$ cat config.mk
export PLATFORM = sky130hd
export DESIGN_NAME = imem_loader_flat
export DESIGN_NICKNAME = d
export VERILOG_FILES = /design/src/rtl/imem_loader_if.sv /design/src/rtl/imem_loader.sv /design/src/flat_wrapper.sv
export SDC_FILE = /design/constraint.sdc
export NUM_CORES = 1
export LEC_CHECK = 0
export ABC_AREA = 1
export CORE_MARGIN = 4
export CORE_UTILIZATION = 38
export CTS_CLUSTER_DIAMETER = 120
export DETAILED_ROUTE_END_ITERATION = 12
export GPL_TIMING_DRIVEN = 0
export PLACE_DENSITY = 0.59
export SYNTH_ARGS = -nofsm -noshare
export SYNTH_HDL_FRONTEND = slang
export SYNTH_SLANG_ARGS = --single-unit
export TNS_END_PERCENT = 1
$ cat constraint.sdc
create_clock -name clk -period 1.5 [get_ports clk]
set_clock_uncertainty 0.1 [all_clocks]
set_input_delay 0.3 -clock clk [delete_from_list [all_inputs] [get_ports clk]]
set_output_delay 0.3 -clock clk [all_outputs]
set_load 0.05 [all_outputs]
$ cat src/rtl/imem_loader_if.sv
// Byte-stream input and instruction-memory write port of the boot loader.
// master: stream producer / memory side, slave: the loader itself.
interface imem_loader_if;
    logic [7:0]  in_data;
    logic        in_valid;
    logic        in_ready;
    logic        imem_we;
    logic [31:0] imem_waddr;
    logic [31:0] imem_wdata;

    modport master (
        output in_data, in_valid,
        input  in_ready,
        input  imem_we, imem_waddr, imem_wdata
    );

    modport slave (
        input  in_data, in_valid,
        output in_ready,
        output imem_we, imem_waddr, imem_wdata
    );
endinterface

$ cat src/rtl/imem_loader.sv
// Boot-time instruction memory loader. Consumes a length-prefixed big-endian
// byte stream, assembles 32-bit words, writes them one per cycle into the
// instruction memory and keeps the CPU in reset until the image is complete.
module imem_loader #(
    parameter int unsigned DEPTH     = 128,
    parameter logic [31:0] BASE_ADDR = 32'h0000_0000
) (
    input  logic          clk,
    input  logic          rst_n,
    imem_loader_if.slave  bus,
    input  logic          reload,
    output logic          cpu_rst_n,
    output logic          done,
    output logic          error,
    output logic [15:0]   words_written
);

    typedef enum logic [2:0] {
        HDR_HI,
        HDR_LO,
        DATA,
        WRITE,
        DONE,
        ERR
    } state_t;

    state_t      state;
    logic [7:0]  cnt_hi;
    logic [15:0] remaining;
    logic [1:0]  byte_idx;

    logic        xfer;
    logic [15:0] hdr_n;

    assign xfer  = bus.in_valid && bus.in_ready;
    // full word count as soon as the low header byte is on the bus
    assign hdr_n = {cnt_hi, bus.in_data};

    // Loader FSM; every output is a register updated alongside the state so
    // cpu_rst_n and imem_we never glitch.
    always_ff @(posedge clk or negedge rst_n) begin
        if (!rst_n) begin
            state          <= HDR_HI;
            cnt_hi         <= 8'h00;
            remaining      <= 16'h0000;
            byte_idx       <= 2'd0;
            bus.in_ready   <= 1'b0;
            bus.imem_we    <= 1'b0;
            bus.imem_waddr <= BASE_ADDR;
            bus.imem_wdata <= 32'h0000_0000;
            cpu_rst_n      <= 1'b0;
            done           <= 1'b0;
            error          <= 1'b0;
            words_written  <= 16'h0000;
        end else begin
            case (state)
                HDR_HI: begin
                    // in_ready comes up one cycle after reset release
                    bus.in_ready <= 1'b1;
                    if (xfer) begin
                        cnt_hi <= bus.in_data;
                        state  <= HDR_LO;
                    end
                end
                HDR_LO: begin
                    if (xfer) begin
                        if (hdr_n == 16'h0000) begin
                            state        <= DONE;
                            bus.in_ready <= 1'b0;
                            done         <= 1'b1;
                            cpu_rst_n    <= 1'b1;
                        end else if (hdr_n > 16'(DEPTH)) begin
                            state        <= ERR;
                            bus.in_ready <= 1'b0;
                            error        <= 1'b1;
                        end else begin
                            remaining <= hdr_n;
                            byte_idx  <= 2'd0;
                            state     <= DATA;
                        end
                    end
                end
                DATA: begin
                    if (xfer) begin
                        bus.imem_wdata <= {bus.imem_wdata[23:0], bus.in_data};
                        byte_idx       <= byte_idx + 2'd1;
                        if (byte_idx == 2'd3) begin
                            state        <= WRITE;
                            bus.in_ready <= 1'b0;
                            bus.imem_we  <= 1'b1;
                        end
                    end
                end
                WRITE: begin
                    bus.imem_we    <= 1'b0;
                    bus.imem_waddr <= bus.imem_waddr + 32'd4;
                    remaining      <= remaining - 16'd1;
                    words_written  <= words_written + 16'd1;
                    byte_idx       <= 2'd0;
                    if (remaining == 16'd1) begin
                        // last word is in memory now; release the core
                        state     <= DONE;
                        done      <= 1'b1;
                        cpu_rst_n <= 1'b1;
                    end else begin
                        state        <= DATA;
                        bus.in_ready <= 1'b1;
                    end
                end
                DONE, ERR: begin
                    if (reload) begin
                        state          <= HDR_HI;
                        bus.in_ready   <= 1'b1;
                        bus.imem_waddr <= BASE_ADDR;
                        cpu_rst_n      <= 1'b0;
                        done           <= 1'b0;
                        error          <= 1'b0;
                        words_written  <= 16'h0000;
                    end
                end
                default: begin
                    state        <= HDR_HI;
                    bus.in_ready <= 1'b0;
                    bus.imem_we  <= 1'b0;
                end
            endcase
        end
    end

endmodule

$ cat src/flat_wrapper.sv
// flat-port wrapper written by rule: the top's interface ports become plain ports
module imem_loader_flat 
#(
    parameter int unsigned DEPTH     = 128,
    parameter logic [31:0] BASE_ADDR = 32'h0000_0000
)
  (clk, rst_n, reload, cpu_rst_n, done, error, words_written, bus_in_data, bus_in_valid, bus_in_ready, bus_imem_we, bus_imem_waddr, bus_imem_wdata);
  imem_loader_if bus_i ();
  input  logic clk;
  input  logic rst_n;
  input  logic reload;
  output logic cpu_rst_n;
  output logic done;
  output logic error;
  output logic [15:0] words_written;
  input wire logic [$bits(bus_i.in_data)-1:0] bus_in_data;
  input wire logic [$bits(bus_i.in_valid)-1:0] bus_in_valid;
  output wire logic [$bits(bus_i.in_ready)-1:0] bus_in_ready;
  output wire logic [$bits(bus_i.imem_we)-1:0] bus_imem_we;
  output wire logic [$bits(bus_i.imem_waddr)-1:0] bus_imem_waddr;
  output wire logic [$bits(bus_i.imem_wdata)-1:0] bus_imem_wdata;
  assign bus_i.in_data = bus_in_data;
  assign bus_i.in_valid = bus_in_valid;
  assign bus_in_ready = bus_i.in_ready;
  assign bus_imem_we = bus_i.imem_we;
  assign bus_imem_waddr = bus_i.imem_waddr;
  assign bus_imem_wdata = bus_i.imem_wdata;
  imem_loader #(.DEPTH(DEPTH), .BASE_ADDR(BASE_ADDR)) u_core (.clk(clk), .rst_n(rst_n), .bus(bus_i), .reload(reload), .cpu_rst_n(cpu_rst_n), .done(done), .error(error), .words_written(words_written));
endmodule
After elaboration in Yosys (flattened, before gate mapping). Cells that the tools add are included.

Bitwise operators: 1. Equal/unequal tests: 19. Reduce and logical (&&, ||, !) cells: 20. Add/subtract/negate cells: 4. $lt $le $gt $ge: 1. Mux-type cells: 42.

Operators by type and width (count): 16-bit 2-to-1 mux (4); 16-bit one-hot mux with 2 select lines (2); 32-bit one-hot mux with 2 select lines (1); 32-bit by 3-bit adder with 32-bit output, second input constant (1); 32-bit 2-to-1 mux (1); 3-bit 2-to-1 mux (8); 5-bit AND reduction (4); 16-bit by 1-bit adder with 16-bit output, second input constant (1); 16-bit by 1-bit equality test with 1-bit output, second input constant (1); 16-bit by 8-bit > comparator with 1-bit output, second input constant (1); 16-bit logical NOT (1); 1-bit 2-to-1 mux (16); 16-bit by 1-bit subtractor with 16-bit output, second input constant (1); 3-bit one-hot mux with 5 select lines (1); 2-bit by 1-bit != test with 1-bit output, second input constant (7); 2-bit 2-to-1 mux (4); 2-bit != test, second input constant (4); 3-bit by 2-bit equality test with 1-bit output, second input constant (2); 3-bit equality test, second input constant (2); 2-bit one-hot mux with 3 select lines (1); 2-bit AND reduction (3); 6-bit AND reduction (1); 2-bit nonzero test (3); 3-bit nonzero test (2); 14 further kinds (15).

Bits of input ports: 12. Bits in registers: 113.

Depth between registers and ports, before layout.
Depth in word-level cells: 5. Depth in mapped cells: 11.

Least setup slack after synthesis. No wires, ideal clock.

Path type: reg2reg. Start: register u_core.bus.imem_waddr[2]. End: register u_core.bus.imem_waddr[20]. Library setup time: 0.119 ns. Setup slack: -0.442 ns. Stages on the path, launching flop included: 9. Arrival time: 1.723 ns. Data required time: 1.281 ns. Path buffers: 0. Clock period less this slack: 1.942 ns. Cells stage by stage: dfrtp_1 ha_1 nand2_1 nor2_1 nand3_1 nor2_1 nand2_1 nand2_1 nor2_1.

Longest elaborated chain between the ends: 2.

Ends and longest elaborated chain: from (decl) (RTL line imem_loader_if.sv:20) `output imem_we, imem_waddr, imem_wdata`; from (signal assigned) (RTL line imem_loader.sv:96) `bus.imem_waddr <= bus.imem_waddr + 32'd4;`; 32-bit by 3-bit adder with 32-bit output (RTL line imem_loader.sv:96); 32-bit one-hot mux with 2 select lines (RTL line imem_loader.sv:56) `case (state)`.

No other way between the ends. A chain may end at the register's enable or synchronous reset.

Worst setup path in the final report.
Start: register u_core.state[2]. End: register u_core.remaining[3].

Longest elaborated chain between the ends: 3.

Ends and longest elaborated chain: from (decl) (RTL line imem_loader.sv:27) `state_t state;`; from (signal assigned) (RTL line imem_loader.sv:43) `state <= HDR_HI;`; from (signal assigned) (RTL line imem_loader.sv:62) `state <= HDR_LO;`; from (signal assigned) (RTL line imem_loader.sv:68) `state <= DONE;`; 3-bit by 1-bit equality test with 1-bit output / 3-bit by 2-bit equality test with 1-bit output (equally long branches) (RTL line imem_loader.sv:56); 2-bit != test (no line) (tied with other cells); 4-bit AND reduction (no line); to (signal assigned) (RTL line imem_loader.sv:77) `remaining <= hdr_n;`; to (signal assigned) (RTL line imem_loader.sv:97) `remaining <= remaining - 16'd1;`; to (decl) (RTL line imem_loader.sv:29) `logic [15:0] remaining;`.

Parallel ways exist; a longest one is shown, timed or not.

==> flow_results.org <==
** Worst setup path
- For this design, the slowest cell found on the critical path is sky130_fd_sc_hd__dfrtp_1.
- Measured in cells, the most critical reg-to-reg path has a length of 8.
- The worst setup path is captured at a flop.
- Startpoint of the worst register-to-register path :: u_core.state[2]
- Cell type with the highest occurrence count on the critical path :: sky130_fd_sc_hd__buf_4
- Buf/Inv on CP :: 3
- Traced cell by cell, the critical path runs through buf_4 -> nor2_4 -> nand3_2 -> nand2_2 -> clkinv_4 -> buf_4 -> nand3_1 -> nand2_1.
- Timing endpoint of the critical path :: u_core.remaining[3]
- Class of the most critical setup path :: reg -> reg
- Crit path arrival time :: approximately 1.8 ns
- Highest fanout seen on the critical path :: 7
- The worst setup path is launched from a flop.
- Cell type group with the largest total delay on the critical path :: simple AND/OR/NAND/NOR gates
- Required time of the worst setup path :: approximately 1.7 ns
- Critical path depth in cells :: 8
- Endpoint of the worst register-to-register path :: u_core.remaining[3]
- Worst stage delay on the critical path :: approximately 0.4 ns
- Worst reg-to-reg setup slack :: -0.14 ns
- Worst setup startpoint :: u_core.state[2]

** Placement
- Number of placed cells counting well taps :: ~1,200
- Timing analysis after detailed placement gives a worst setup slack of -0.638 ns.
- At the end of routability-driven placement, the weighted congestion stood at approximately 0.86.
- Detailed-placement wirelength estimate :: around 12,000 um
- Input and output buffers added on the ports amount to 94.
- Area after detailed placement :: 7320 um^2

** Logic synthesis
- After synthesis the netlist holds a flip-flop and latch count of ~110.
- Of all flip-flops after synthesis, the portion carrying an async set or reset was 1.00.
- For this run, the leading register cell type out of synthesis is sky130_fd_sc_hd__dfrtp_1.
- Proportion of synthesized chip area in sequential cells :: 0.464
- Post-synth cell types :: 29
- Cells after Synth :: between 800 and 900
- For this run, the number of Yosys warnings is 0.
- Averaged over all synthesized cells, the footprint is about 7.0 um^2.
- Number of enable-type register cells in the synthesized netlist :: 0
- The mapped netlist covers between 5000 and 6000 um^2.

** Drt
- Routed wirelength normalized by instance count :: about 14 um
- Signal routing reaches up to met4.
- First-pass detailed-route iteration total :: 4
- Dividing the detail-routed via count by the number of cells gives approximately 4.8.
- In this run the remaining antenna-violating nets after routing total 0.
- Summed over all layers, the routed wires come to 16,500 um.
- Met3 wirelength from detailed routing :: approximately 540 um
- Vias :: 5,780
- DRC violations left :: 0
- The first routing iteration left 259 violations.
- Detailed routing placed a total of ~8100 um of wire on met2.
- Length of routed wiring on met1 :: around 7600 um

** Die
- The floorplan step set the die width to ~130 um.
- The total area inside the core boundary comes to between 15,000 and 20,000 um^2.
- The initial utilization of the core area, before any placement, comes to 0.391.
- The die covers approximately 18,000 um^2.
- The die is around 130 um tall.
- Number of placed I/O pins :: 97
- Standard-cell rows :: 45

** Hold path
- Min-delay worst type :: in -> async

** Run
- Across the run, the number of max-cap violations was 0.

** Cells and area
- Of the cells placed in the final design, the portion with a size suffix greater than 1 is 0.238.
- Antenna fix cells :: 0
- Nets :: 994
- From synthesis to final layout, the design area changed by 29.7%.
- Design area :: 7760 um^2
- The layout has between 1,500 and 2,000 filler cells.
- The finished layout holds roughly 1,200 standard cells, fillers aside.

** STA
- Tightest slew margin relative to the limit :: 0.664
- The number of pins exceeding their max-slew limit in the final report was 0.
- Maximum clock rate :: a little over 600 MHz
- In the post-route analysis, the smallest setup slack over all paths is -0.138 ns.
- Worst hold slack :: roughly 0.35 ns
- At the pin with the least slew margin, the transition time is approximately 0.5 ns.
- Final Hold Violating Endpoints :: 0
- Setup violations remaining at the end of the flow were counted as 65.
- Setup repair after global routing missed its margin :: yes
- Subtracting the final worst setup slack from the clock period gives 1.64 ns.
- Share of the clock period used by the worst path :: 1.09

** Clock network
- In this run, CTS created clock tree buffers numbering 9.
- For the worst-skew pair, the clock arrives at the later sink with an insertion delay of about 0.36 ns.
- The clock passes through at most 2 buffers.
- Cell at the root of the clock tree :: sky130_fd_sc_hd__clkbuf_16
- TritonCTS built the clock tree.
- Counting every sink on the clock net gives ~110.
- In this run the number of H-tree levels came out at 3.
- Clock slew at the register clock pins of the worst setup and hold paths :: about 0.08 ns

** Global route
- Entering global routing, the biggest net connects between 60 and 70 pins.
- The first global-routing pass estimated between 20,000 and 30,000 um of wire.
- The number of global-route vias before repair came to ~5,600.
- In the global route stage, overall resource usage came out at 0.189.
- Number of antenna violations at the first check in global routing :: 0
- Total gr overflow :: 0

** Status
- The flow ran to the end, but the final reports show violations.
- Violations in the final reports :: negative setup slack

** Pwr
- Summed over all cells, the static leakage comes to 3.87 nW.
- Power density normalized to cell area :: roughly 1500 nW/um^2
- IR Drop Worst-Case VDD :: 0.930 mV
-- worst reg2reg max path, stage by stage, from the launching register on --
cell and delay [ns]:
sky130_fd_sc_hd__dfrtp_1 0.41, sky130_fd_sc_hd__buf_4 0.17, sky130_fd_sc_hd__nor2_4 0.20, sky130_fd_sc_hd__nand3_2 0.13
sky130_fd_sc_hd__nand2_2 0.12, sky130_fd_sc_hd__clkinv_4 0.08, sky130_fd_sc_hd__buf_4 0.17, sky130_fd_sc_hd__nand3_1 0.09
sky130_fd_sc_hd__nand2_1 0.06
-- flip-flops by register name, indices dropped and copies added (netlist names) --
register	count
u_core.state	3
u_core.bus.in_ready	1
u_core.cnt_hi	8
u_core.bus.imem_we	1
u_core.words_written	16
u_core.cpu_rst_n	1
u_core.remaining	16
u_core.byte_idx	2
u_core.error	1
u_core.bus.imem_wdata	32
u_core.bus.imem_waddr	30
-- placed cells by master (no fill, tap or decap), drive strengths merged, types with 2 or more instances in the layout --
master | synthesis | routed
nor3 | 21 | 21
clkdlybuf4s50 | 0 | 10
conb | 1 | 2
inv | 86 | 89
nand2 | 323 | 323
o21a | 2 | 2
a21oi | 28 | 28
buf | 14 | 97
dfrtp | 111 | 111
nand3 | 62 | 62
nand4 | 24 | 24
o21ai | 45 | 45
nor2 | 112 | 112
clkbuf | 9 | 28
clkinv | 2 | 2
a31oi | 2 | 2
xor2 | 2 | 2
o21bai | 2 | 2
bufinv | 0 | 2
ha | 5 | 5
clkdlybuf4s15 | 0 | 8
-- worst min-delay path by stage --
stage                                            to  slack, ns  cells after the start
final                      u_core.words_written[10]       0.35                      2
after global routing      u_core.bus.imem_wdata[25]       0.40                      2
after CTS                  u_core.words_written[10]       0.37                      2
after detailed placement   u_core.words_written[10]       0.19                      1
after global placement    u_core.bus.imem_wdata[24]       0.35                      2
after floorplan           u_core.bus.imem_waddr[10]       -0.1                      0
-- metal layers --
layer | global-route usage | vias up
li1 | - | 2962
met1 | 0.248 | 2698
met2 | 0.321 | 103
met3 | 0.0310 | 17
met4 | 0.0571 | 0
met5 | 0 | -
-- repair_timing --
action / 4_1_cts / 5_1_grt
endpoints found under the setup margin: 192 / 148
cloned: 0 / 1
buffers inserted: 7 / 7
pin swaps: 5 / 13
hold buffers: 1 / 0
hold endpoints to repair: 50 / 0
gates resized for setup: 421 / 130
-- layout make-up --
type | count | area, um^2 | share of cell area
timing repair buffer | 111 | 787 | 0.101
tap | 211 | 264 | 0.0340
buffer | 23 | 218 | 0.0280
inverter | 88 | 347 | 0.0446
clock buffer | 10 | 229 | 0.0295
multi-input combinational | 633 | 3000 | 0.387
sequential | 111 | 2820 | 0.363
clock inverter | 6 | 101 | 0.0131
-- power by group --
| part | internal (mW) | switching, mW |
|---|---|---|
| Clock | 1.50 | 1.22 |
| Combinational | 1.70 | 3.41 |
| Sequential | 3.55 | 0.607 |
| Total | 6.75 | 5.23 |
-- synth_stat cells (all sizes together) (2+ instances only) --
cell type / number / area [um^2]
nand2: 323 / 1230
nor2: 112 / 430
dfrtp: 111 / 2780
inv: 86 / 325
nand3: 62 / 315
o21ai: 45 / 225
a21oi: 28 / 140
nand4: 24 / 150
nor3: 21 / 105
buf: 14 / 98.8
clkbuf: 9 / 33.8
ha: 5 / 62.6
a31oi: 2 / 12.5
clkinv: 2 / 8.75
o21a: 2 / 15.0
o21bai: 2 / 15.0
xor2: 2 / 17.5
-- logic make-up (layout without fill, tap and decap cells) --
kind of cell / count (synthesis) / in the layout / share of synthesized area
AOI/OAI and AO/OA: 80 / 80 / 0.0696
xor gates and xnor gates: 2 / 2 / 0.00293
adders and majority gates: 5 / 5 / 0.0104
buffers and inverters: 111 / 238 / 0.0780
DFF: 111 / 111 / 0.464
other: 1 / 2 / 0.000626
and+or+nand+nor: 544 / 544 / 0.375
-- metrics by stage --
stage               setup TNS (ns)  total power, mW  utilization
global placement           -564.10             8.59        0.476
detailed placement          -54.37             8.65        0.478
global route                -10.69             12.8        0.507
CTS                          -5.22             11.5        0.495
floorplan                    -3.12             7.20            -
finish                       -4.30             12.0        0.507
Power figures use the tool's default switching activity.
